$ cat config.mk
export PLATFORM = sky130hd
export DESIGN_NAME = vga_pixel_unpack
export DESIGN_NICKNAME = d
export VERILOG_FILES = /design/src/rtl/vga_pixel_unpack.sv
export SDC_FILE = /design/constraint.sdc
export NUM_CORES = 1
export LEC_CHECK = 0
export CORE_MARGIN = 3
export CORE_UTILIZATION = 40
export DETAILED_ROUTE_END_ITERATION = 8
export GPL_ROUTABILITY_DRIVEN = 0
export PLACE_DENSITY_LB_ADDON = 0.3
export SETUP_SLACK_MARGIN = 0.2
export SYNTH_ARGS = -nofsm -noshare
export SYNTH_HDL_FRONTEND = slang
export SYNTH_SLANG_ARGS = --single-unit
$ cat constraint.sdc
create_clock -name clk -period 4.43 [get_ports clk]
set_input_delay 1.329 -clock clk [delete_from_list [all_inputs] [get_ports clk]]
set_output_delay 1.329 -clock clk [all_outputs]
set_load 0.02 [all_outputs]
$ cat src/rtl/vga_pixel_unpack.sv
// rtl/vga_pixel_unpack.sv - line-buffer word to RGB pixel unpacker with a 12-byte queue
// Optional 24bpp packed mode enabled by defining VGA_PIXEL_24BPP_EN.
module vga_pixel_unpack (
    input  logic        clk,
    input  logic        aclr,
    input  logic        sclr,
    input  logic [1:0]  cdepth,
    input  logic [31:0] fifo_q,
    input  logic        fifo_empty,
    output logic        fifo_rreq,
    input  logic        pix_req,
    output logic [7:0]  r,
    output logic [7:0]  g,
    output logic [7:0]  b,
    output logic        pix_valid,
    output logic        underrun
);

    // Byte i of the queue lives at bits [8*i +: 8]; byte 0 is the head.
    logic [95:0] queue_q, queue_d;
    logic [3:0]  bcnt_q, bcnt_d;
    logic [1:0]  infl_q, infl_d;
    logic        land_q, land_d;
    logic [1:0]  cdepth_q, cdepth_d;
    logic [7:0]  r_q, r_d;
    logic [7:0]  g_q, g_d;
    logic [7:0]  b_q, b_d;
    logic        pix_valid_q, pix_valid_d;
    logic        underrun_q, underrun_d;

    logic [3:0]  bpp;
    logic        have_pixel;
    logic        serve;
    logic [3:0]  pop;
    logic [3:0]  base;
    logic [7:0]  px_r, px_g, px_b;
    logic [15:0] w565;
    logic [7:0]  qb0, qb1, qb2, qb3;
    logic [7:0]  wb [4];
    logic [4:0]  room_sum;

    assign qb0 = queue_q[7:0];
    assign qb1 = queue_q[15:8];
    assign qb2 = queue_q[23:16];
    assign qb3 = queue_q[31:24];

    assign wb[0] = fifo_q[31:24];
    assign wb[1] = fifo_q[23:16];
    assign wb[2] = fifo_q[15:8];
    assign wb[3] = fifo_q[7:0];

    // Fetch only while the queue can absorb every word already requested.
    assign room_sum  = {1'b0, bcnt_q} + {1'b0, infl_q, 2'b00};
    assign fifo_rreq = !sclr && !fifo_empty && (room_sum <= 5'd8);

    always_comb begin
        bpp = 4'd4;
        case (cdepth_q)
            2'b00:   bpp = 4'd1;
            2'b01:   bpp = 4'd2;
`ifdef VGA_PIXEL_24BPP_EN
            2'b10:   bpp = 4'd3;
`endif
            default: bpp = 4'd4;
        endcase
    end

    assign have_pixel = (bcnt_q >= bpp);
    assign serve      = pix_req && have_pixel && !sclr;
    assign pop        = serve ? bpp : 4'd0;
    assign base       = bcnt_q - pop;
    assign w565       = {qb0, qb1};

    always_comb begin
        px_r = qb1;
        px_g = qb2;
        px_b = qb3;
        case (cdepth_q)
            2'b00: begin
                px_r = qb0;
                px_g = qb0;
                px_b = qb0;
            end
            2'b01: begin
                px_r = {w565[15:11], w565[15:13]};
                px_g = {w565[10:5],  w565[10:9]};
                px_b = {w565[4:0],   w565[4:2]};
            end
`ifdef VGA_PIXEL_24BPP_EN
            2'b10: begin
                px_r = qb0;
                px_g = qb1;
                px_b = qb2;
            end
`endif
            default: begin
                px_r = qb1;
                px_g = qb2;
                px_b = qb3;
            end
        endcase
    end

    // Pop from the head, then drop a landing word in right behind the survivors.
    always_comb begin
        int idx;
        idx     = 0;
        queue_d = queue_q >> {pop, 3'b000};
        bcnt_d  = bcnt_q - pop + (land_q ? 4'd4 : 4'd0);
        if (land_q) begin
            for (int i = 0; i < 12; i++) begin
                idx = i - int'(base);
                if (idx >= 0 && idx < 4) begin
                    queue_d[8*i +: 8] = wb[idx[1:0]];
                end
            end
        end
        if (sclr) begin
            queue_d = '0;
            bcnt_d  = 4'd0;
        end
    end

    always_comb begin
        infl_d = infl_q;
        case ({fifo_rreq, land_q})
            2'b10:   infl_d = infl_q + 2'd1;
            2'b01:   infl_d = infl_q - 2'd1;
            default: infl_d = infl_q;
        endcase
    end

    assign land_d   = fifo_rreq;
    assign cdepth_d = sclr ? cdepth : cdepth_q;

    always_comb begin
        r_d         = r_q;
        g_d         = g_q;
        b_d         = b_q;
        pix_valid_d = 1'b0;
        underrun_d  = 1'b0;
        if (sclr) begin
            r_d = 8'd0;
            g_d = 8'd0;
            b_d = 8'd0;
        end else if (pix_req) begin
            if (have_pixel) begin
                r_d         = px_r;
                g_d         = px_g;
                b_d         = px_b;
                pix_valid_d = 1'b1;
            end else begin
                r_d        = 8'd0;
                g_d        = 8'd0;
                b_d        = 8'd0;
                underrun_d = 1'b1;
            end
        end
    end

    always_ff @(posedge clk or negedge aclr) begin
        if (!aclr) begin
            queue_q     <= '0;
            bcnt_q      <= 4'd0;
            infl_q      <= 2'd0;
            land_q      <= 1'b0;
            cdepth_q    <= 2'b00;
            r_q         <= 8'd0;
            g_q         <= 8'd0;
            b_q         <= 8'd0;
            pix_valid_q <= 1'b0;
            underrun_q  <= 1'b0;
        end else begin
            queue_q     <= queue_d;
            bcnt_q      <= bcnt_d;
            infl_q      <= infl_d;
            land_q      <= land_d;
            cdepth_q    <= cdepth_d;
            r_q         <= r_d;
            g_q         <= g_d;
            b_q         <= b_d;
            pix_valid_q <= pix_valid_d;
            underrun_q  <= underrun_d;
        end
    end

    assign r         = r_q;
    assign g         = g_q;
    assign b         = b_q;
    assign pix_valid = pix_valid_q;
    assign underrun  = underrun_q;

endmodule
After elaboration in Yosys (flattened, before gate mapping):

Index checks and enable logic that the tools add are counted.
Widths: inputs -> output; s select.

* add/subtract/negate cells: 17
* magnitude comparators: 38
* equality and inequality tests: 3
* shifts and indexed selects: 1
* multiplexer cells: 73
* bitwise operators: 12
* reductions and logical operators: 21

Operators by type and width (number)
* $mux 8: 45
* $bmux 8 s2: 12
* $mux 96: 2
* $shr 96x7->96: 1
* $ge 5x1->1 const B: 12
* $lt 5x4->1 const B: 12
* $pmux 8 s2: 3
* $ge 3x3->1 const B: 12
* $not 2->3: 12
* $sub 3x4->5 const A: 4
* $sub 4x4->5 const A: 4
* $logic_and 1x1->1: 16
* $sub 1x4->5 const A: 2
* $sub 2x4->5 const A: 2
* $mux 4: 2
* $mux 1: 6
* $pmux 3 s2: 1
* $add 4x4->5: 1
* $le 5x4->1 const B: 1
* $add 4x3->4: 1
* $eq 2x1->1 const B: 2
* $ge 4x4->1: 1
* $pmux 2 s2: 1
* $reduce_bool 2->1: 2
* other kinds (7): 8

* flip-flop bits (word level): 131
* output and inout port bits: 27
* logic and storage cells: 175

Logic depth before layout (Yosys ltp):

* depth in word-level cells: 15
* gate-level depth with buffers: 23
* mapped depth without buffers: 18

Worst setup path after synthesis:

OpenSTA, ideal clock, no wires.

* path kind: input to register
* from: input port sclr
* to: register queue_q[22]
* library setup time: 0.099 ns
* arrival time: 4.871 ns
* data required time: 4.331 ns
* slack: -0.541 ns
* cell stages on the path: 19
* path buffers: 6
* cell sequence: buf_2 nand2b_1 nand2b_1 buf_4 inv_6 buf_2 buf_2 nand2_1 ha_1 and3b_4 or3_4 nand2_2 clkbuf_1 nor3_1 ha_1 nand2_1 clkbuf_1 nor2_1 a311oi_1

* cells in the longest elaborated chain, start to end: 12
* elaborated cells on any way between the ends: 16
* classes of those cells: 2 x add/sub; 2 x order compare; 1 x shift; 7 x mux; 1 x bitwise; 3 x reduce/logical

RTL lines
* from (decl): RTL line 6 `input logic sclr,`
* branches (longest 11 deep; another with $sub 2x4->5)
* $mux 96 *: RTL line 118 `if (sclr) begin`
* named net queue_d[22]: RTL line 20 `logic [95:0] queue_q, queue_d;`
* to (signal assigned): RTL line 174 `queue_q <= queue_d;`
* to (decl): RTL line 20

Mark *: on every way through the listed nets, which the timed path passes. The select of a mux whose other input is x is not followed.
A chain may end at the register's enable or synchronous reset.

Final worst setup path:

* from: input port sclr
* to: output port fifo_rreq

* cells in the longest elaborated chain, start to end: 3

RTL lines
* $logic_not 1->1: RTL line 54 `assign fifo_rreq = !sclr && !fifo_empty && (room_sum <= 5'd8);`
* $logic_and 1x1->1 (2 in a row): RTL line 54
* to (decl): RTL line 10 `output logic fifo_rreq,`

No other way between the ends.

==> flow_summary_export.csv <==
group,metric,value,unit
job,max-cap-violations,0,
sta,setup_viol_count_final,0,
critical_path,cp-end-kind,"output pin",
cts,cts_tree,"done",
finish,final_util,50.2,%
die,die_height,157,µm
cts,cts_root_buf,"clkbuf_16",
placed_design,dp_hpwl,19500,µm
power_and_ir_drop,pwr-share-comb,48.0,%
synthesis,avgSynthCellArea,8.71,µm²
critical_path,crit_path_max_incr_delay,550,ps
placed_design,post-place-ws,-110,ps
power_and_ir_drop,power_density,527,nW/µm²
grt,grt_antenna_before_repair,0,
grt,grt_remaining_overflow,0,
synthesis,yosys_warnings,0,
critical_path,r2r_start,"cdepth_q[1]$_DFFE_PN0P_",
cts,hold_buffers,0,
power_and_ir_drop,clkPwrFrac,23.5,%
grt,track_usage,23.3,%
sta,min_period_over_period,93.4,%
power_and_ir_drop,p_switching,2.39,mW
grt,grt_pass1_vias,7770,
detailed_routing,via_count,8458,
cts,cts_buffers,17,
critical_path,crit_chain,"buf_4, buf_4, nor2_1, o211ai_1, inv_1, clkdlybuf4s50_1",
die,die_x,157,µm
synthesis,ys.flop_type,"dfrtp_1",
sta,drv_slew,0,
sta,hold_viol_final,0,
synthesis,yosysSeqAreaShare,35.7,%
die,ios,66,
run_status,status,"finished, final reports clean",
sta,rsz0062_at_grt,"false",
synthesis,syn_inst,1054,
critical_path,criticalPathCategory,"input pin to output pin",
finish,nets,1175,
finish,layout.area.seq,3290,µm²
critical_path,cp_slowest_cell,"clkdlybuf4s50_1",
critical_path,start_kind,"input pin",
power_and_ir_drop,p_leak,4.56,nW
cts,clkLatencyLatePin,420,ps
grt,grt_first_pass_wirelength,45400,µm
synthesis,synth_edf_count,0,
placed_design,placed_area,10500,µm²
die,die-area,24800,µm²
sta,max_slew_margin,20.3,%
min_path,hp-start,"g[1]$_DFFE_PN0P_",
finish,final_cell_mix,"nand2_1 (176), dfrtp_1 (129), nor2_1 (122)",
sta,setup_ws,293,ps
synthesis,synth-seq-cells,131,
synthesis,yosysUniqueCellTypes,58,
detailed_routing,drt_first_iter_violations,855,
finish,drive_gt1_share,17.1,%
die,rows,54,
detailed_routing,wl_met3,1790,µm
power_and_ir_drop,seqPwrFrac,28.4,%
power_and_ir_drop,vdd_drop_max,0.255,mV
detailed_routing,drt_wl_total,28400,µm
sta,tightest_slew,1200,ps
die,coreArea,22200,µm²
cts,clk_pin_slew,60,ps
placed_design,port_buffers,65,
finish,multi_input_area,5610,µm²
detailed_routing,wirelength_met1,13800,µm
sta,fmax,0.242,GHz
power_and_ir_drop,p_int,3.48,mW
critical_path,worstPathMaxFanout,43,
cts,htree_num_levels,4,
cts,cts.sinks,131,
min_path,hold_path.class,"flop to flop",
critical_path,worst-path-buf-inv,4,
die,start_util,41.4,%
cts,ctsLongestPathBuffers,2,
sta,fin_skew,7.64,ps
synthesis,synth_area,9180,µm²
detailed_routing,highest_layer,"met4",
critical_path,worstSetupStartpoint,"sclr",
detailed_routing,drc,0,
detailed_routing,drtAntennaViolNets,0,
detailed_routing,vias_per_cell,6.00,
sta,fin_tns_setup,0,ps
critical_path,critical_path.most_common_cell,"buf_4",
power_and_ir_drop,power,5.86,mW
finish,num_antenna_cells,0,
critical_path,crit_family,"buffers and inverters",
finish,fin_area,11100,µm²
detailed_routing,wl_met2,12300,µm
critical_path,crit_required,3100,ps
finish,nFillCells,2075,
critical_path,arrival,2810,ps
detailed_routing,wl_per_cell,20.2,µm
power_and_ir_drop,sw_frac_of_total,40.7,%
synthesis,synth_nets,1113,
detailed_routing,first_pass_iters,6,
sta,fin_crit,4140,ps
finish,area_growth,21.2,%
grt,grt_max_degree,115,
finish,final_common_cell,"nand2_1",
synthesis,async_reset_ff_share,100,%
## cell usage after synthesis (3+ instances only)
cell      instances  area (µm²)
nor2b_1          18         113
nand3_1          14        70.1
o211ai_1          9        67.6
a32o_1            3        30.0
a311oi_1         39         342
inv_1            11        41.3
nor4_1            7        43.8
a211o_1           3        26.3
xnor2_1           5        43.8
nor3_2            8        80.1
a211oi_1         17         128
and3_1            9        56.3
o22a_1            8        70.1
nor2_2            3        18.8
a211oi_2          8         100
clkbuf_1         44         165
nor2_1          124         465
nand2_1         182         683
a31oi_1           3        18.8
o22ai_1          10        62.6
buf_1            10        37.5
buf_2            25         125
buf_6             4        45.0
o221ai_1          5        43.8
dfrtp_1         131        3280
or3_1             8        50.1
mux2i_1          75         751
ha_1             18         225
a221oi_1          3        26.3
mux4_2           32         721
o21ai_0          75         375
buf_4             4        30.0
nor3_1           18        90.1
nand2b_1          8        50.1
a21oi_1          84         420
## stage by stage
stage / cells / hold slack [ps]
floorplan: 1054 / 489
global placement: 1371 / 464
detailed placement: 1371 / 474
CTS: 1403 / 487
global route: 1409 / 495
finish: 1409 / 477
## routing by layer
layer  GRT usage, %  up-vias
li1               -     3938
met1           36.2     4144
met2           33.3      342
met3           4.07       34
met4           6.12        0
met5              0        -
## area by class of cell
cell class	instances	share of cell area (%)
clock buffers	21	4.05
clock inverters	11	1.00
inverters	14	0.585
multi-input cells	822	50.4
flip-flops and latches	131	29.5
well taps	280	3.15
repair buffers	130	11.2
## final timing paths
| kind | end | slack, ps | cells past startpoint |
|---|---|---|---|
| min | g[1]$_DFFE_PN0P_ | 480 | 2 |
| max reg2reg | queue_q[67]$_DFF_PN0_ | 380 | 17 |
| max | fifo_rreq | 290 | 6 |
| max in group asynchronous | queue_q[18]$_DFF_PN0_ | 2730 | 2 |
| min in group asynchronous | r[1]$_DFFE_PN0P_ | 870 | 1 |
| min reg2reg | g[1]$_DFFE_PN0P_ | 480 | 2 |
## worst reg2reg max path, cell delays in order (launching register included)
cell and delay (ps):
dfrtp_4 510, or2_2 300, inv_1 110, ha_1 240, nor2b_1 150, o21ai_2 120, nand2b_4 100, nor2_2 50
ha_2 210, fa_2 600, clkinvlp_4 120, buf_4 170, or3_2 440, a31oi_1 220, mux2i_1 130, nand2_2 150
buf_12 130, mux2i_1 200
## power groups by stage
| stage | registers, mW | clock network, mW | logic [mW] |
|---|---|---|---|
| 6_report | 1.67 | 1.38 | 2.82 |
| 3_3_place_gp | 1.68 | 0 | 2.69 |
| 3_5_place_dp | 1.68 | 0 | 2.72 |
| 4_1_cts | 1.66 | 1.39 | 2.74 |
| 2_1_floorplan | 1.60 | 0 | 1.84 |
| 5_1_grt | 1.69 | 1.44 | 3.07 |
## registers in the layout (all words and copies together), names as in the netlist, 2 cells and up
signal and count:
queue_q 96, b 8, g 8, r 8, bcnt_q 4, cdepth_q 2
infl_q 2
## logic make-up (layout without fill, tap and decap cells)
| kind of cell | after synthesis | in the layout | synth area share, % |
|---|---|---|---|
| AOI/OAI and AO/OA | 275 | 275 | 19.5 |
| DFF | 131 | 131 | 35.7 |
| buffers and inverters | 101 | 176 | 5.02 |
| and+or+nand+nor | 411 | 411 | 19.9 |
| adders and majority gates | 20 | 20 | 2.89 |
| xor gates and xnor gates | 8 | 8 | 0.845 |
| muxes | 108 | 108 | 16.2 |
## repair_timing
action	CTS	global route
resized for setup	0	8
endpoints found under the setup margin	0	59
buffers inserted	0	6
(Power assumes the default switching activity.)
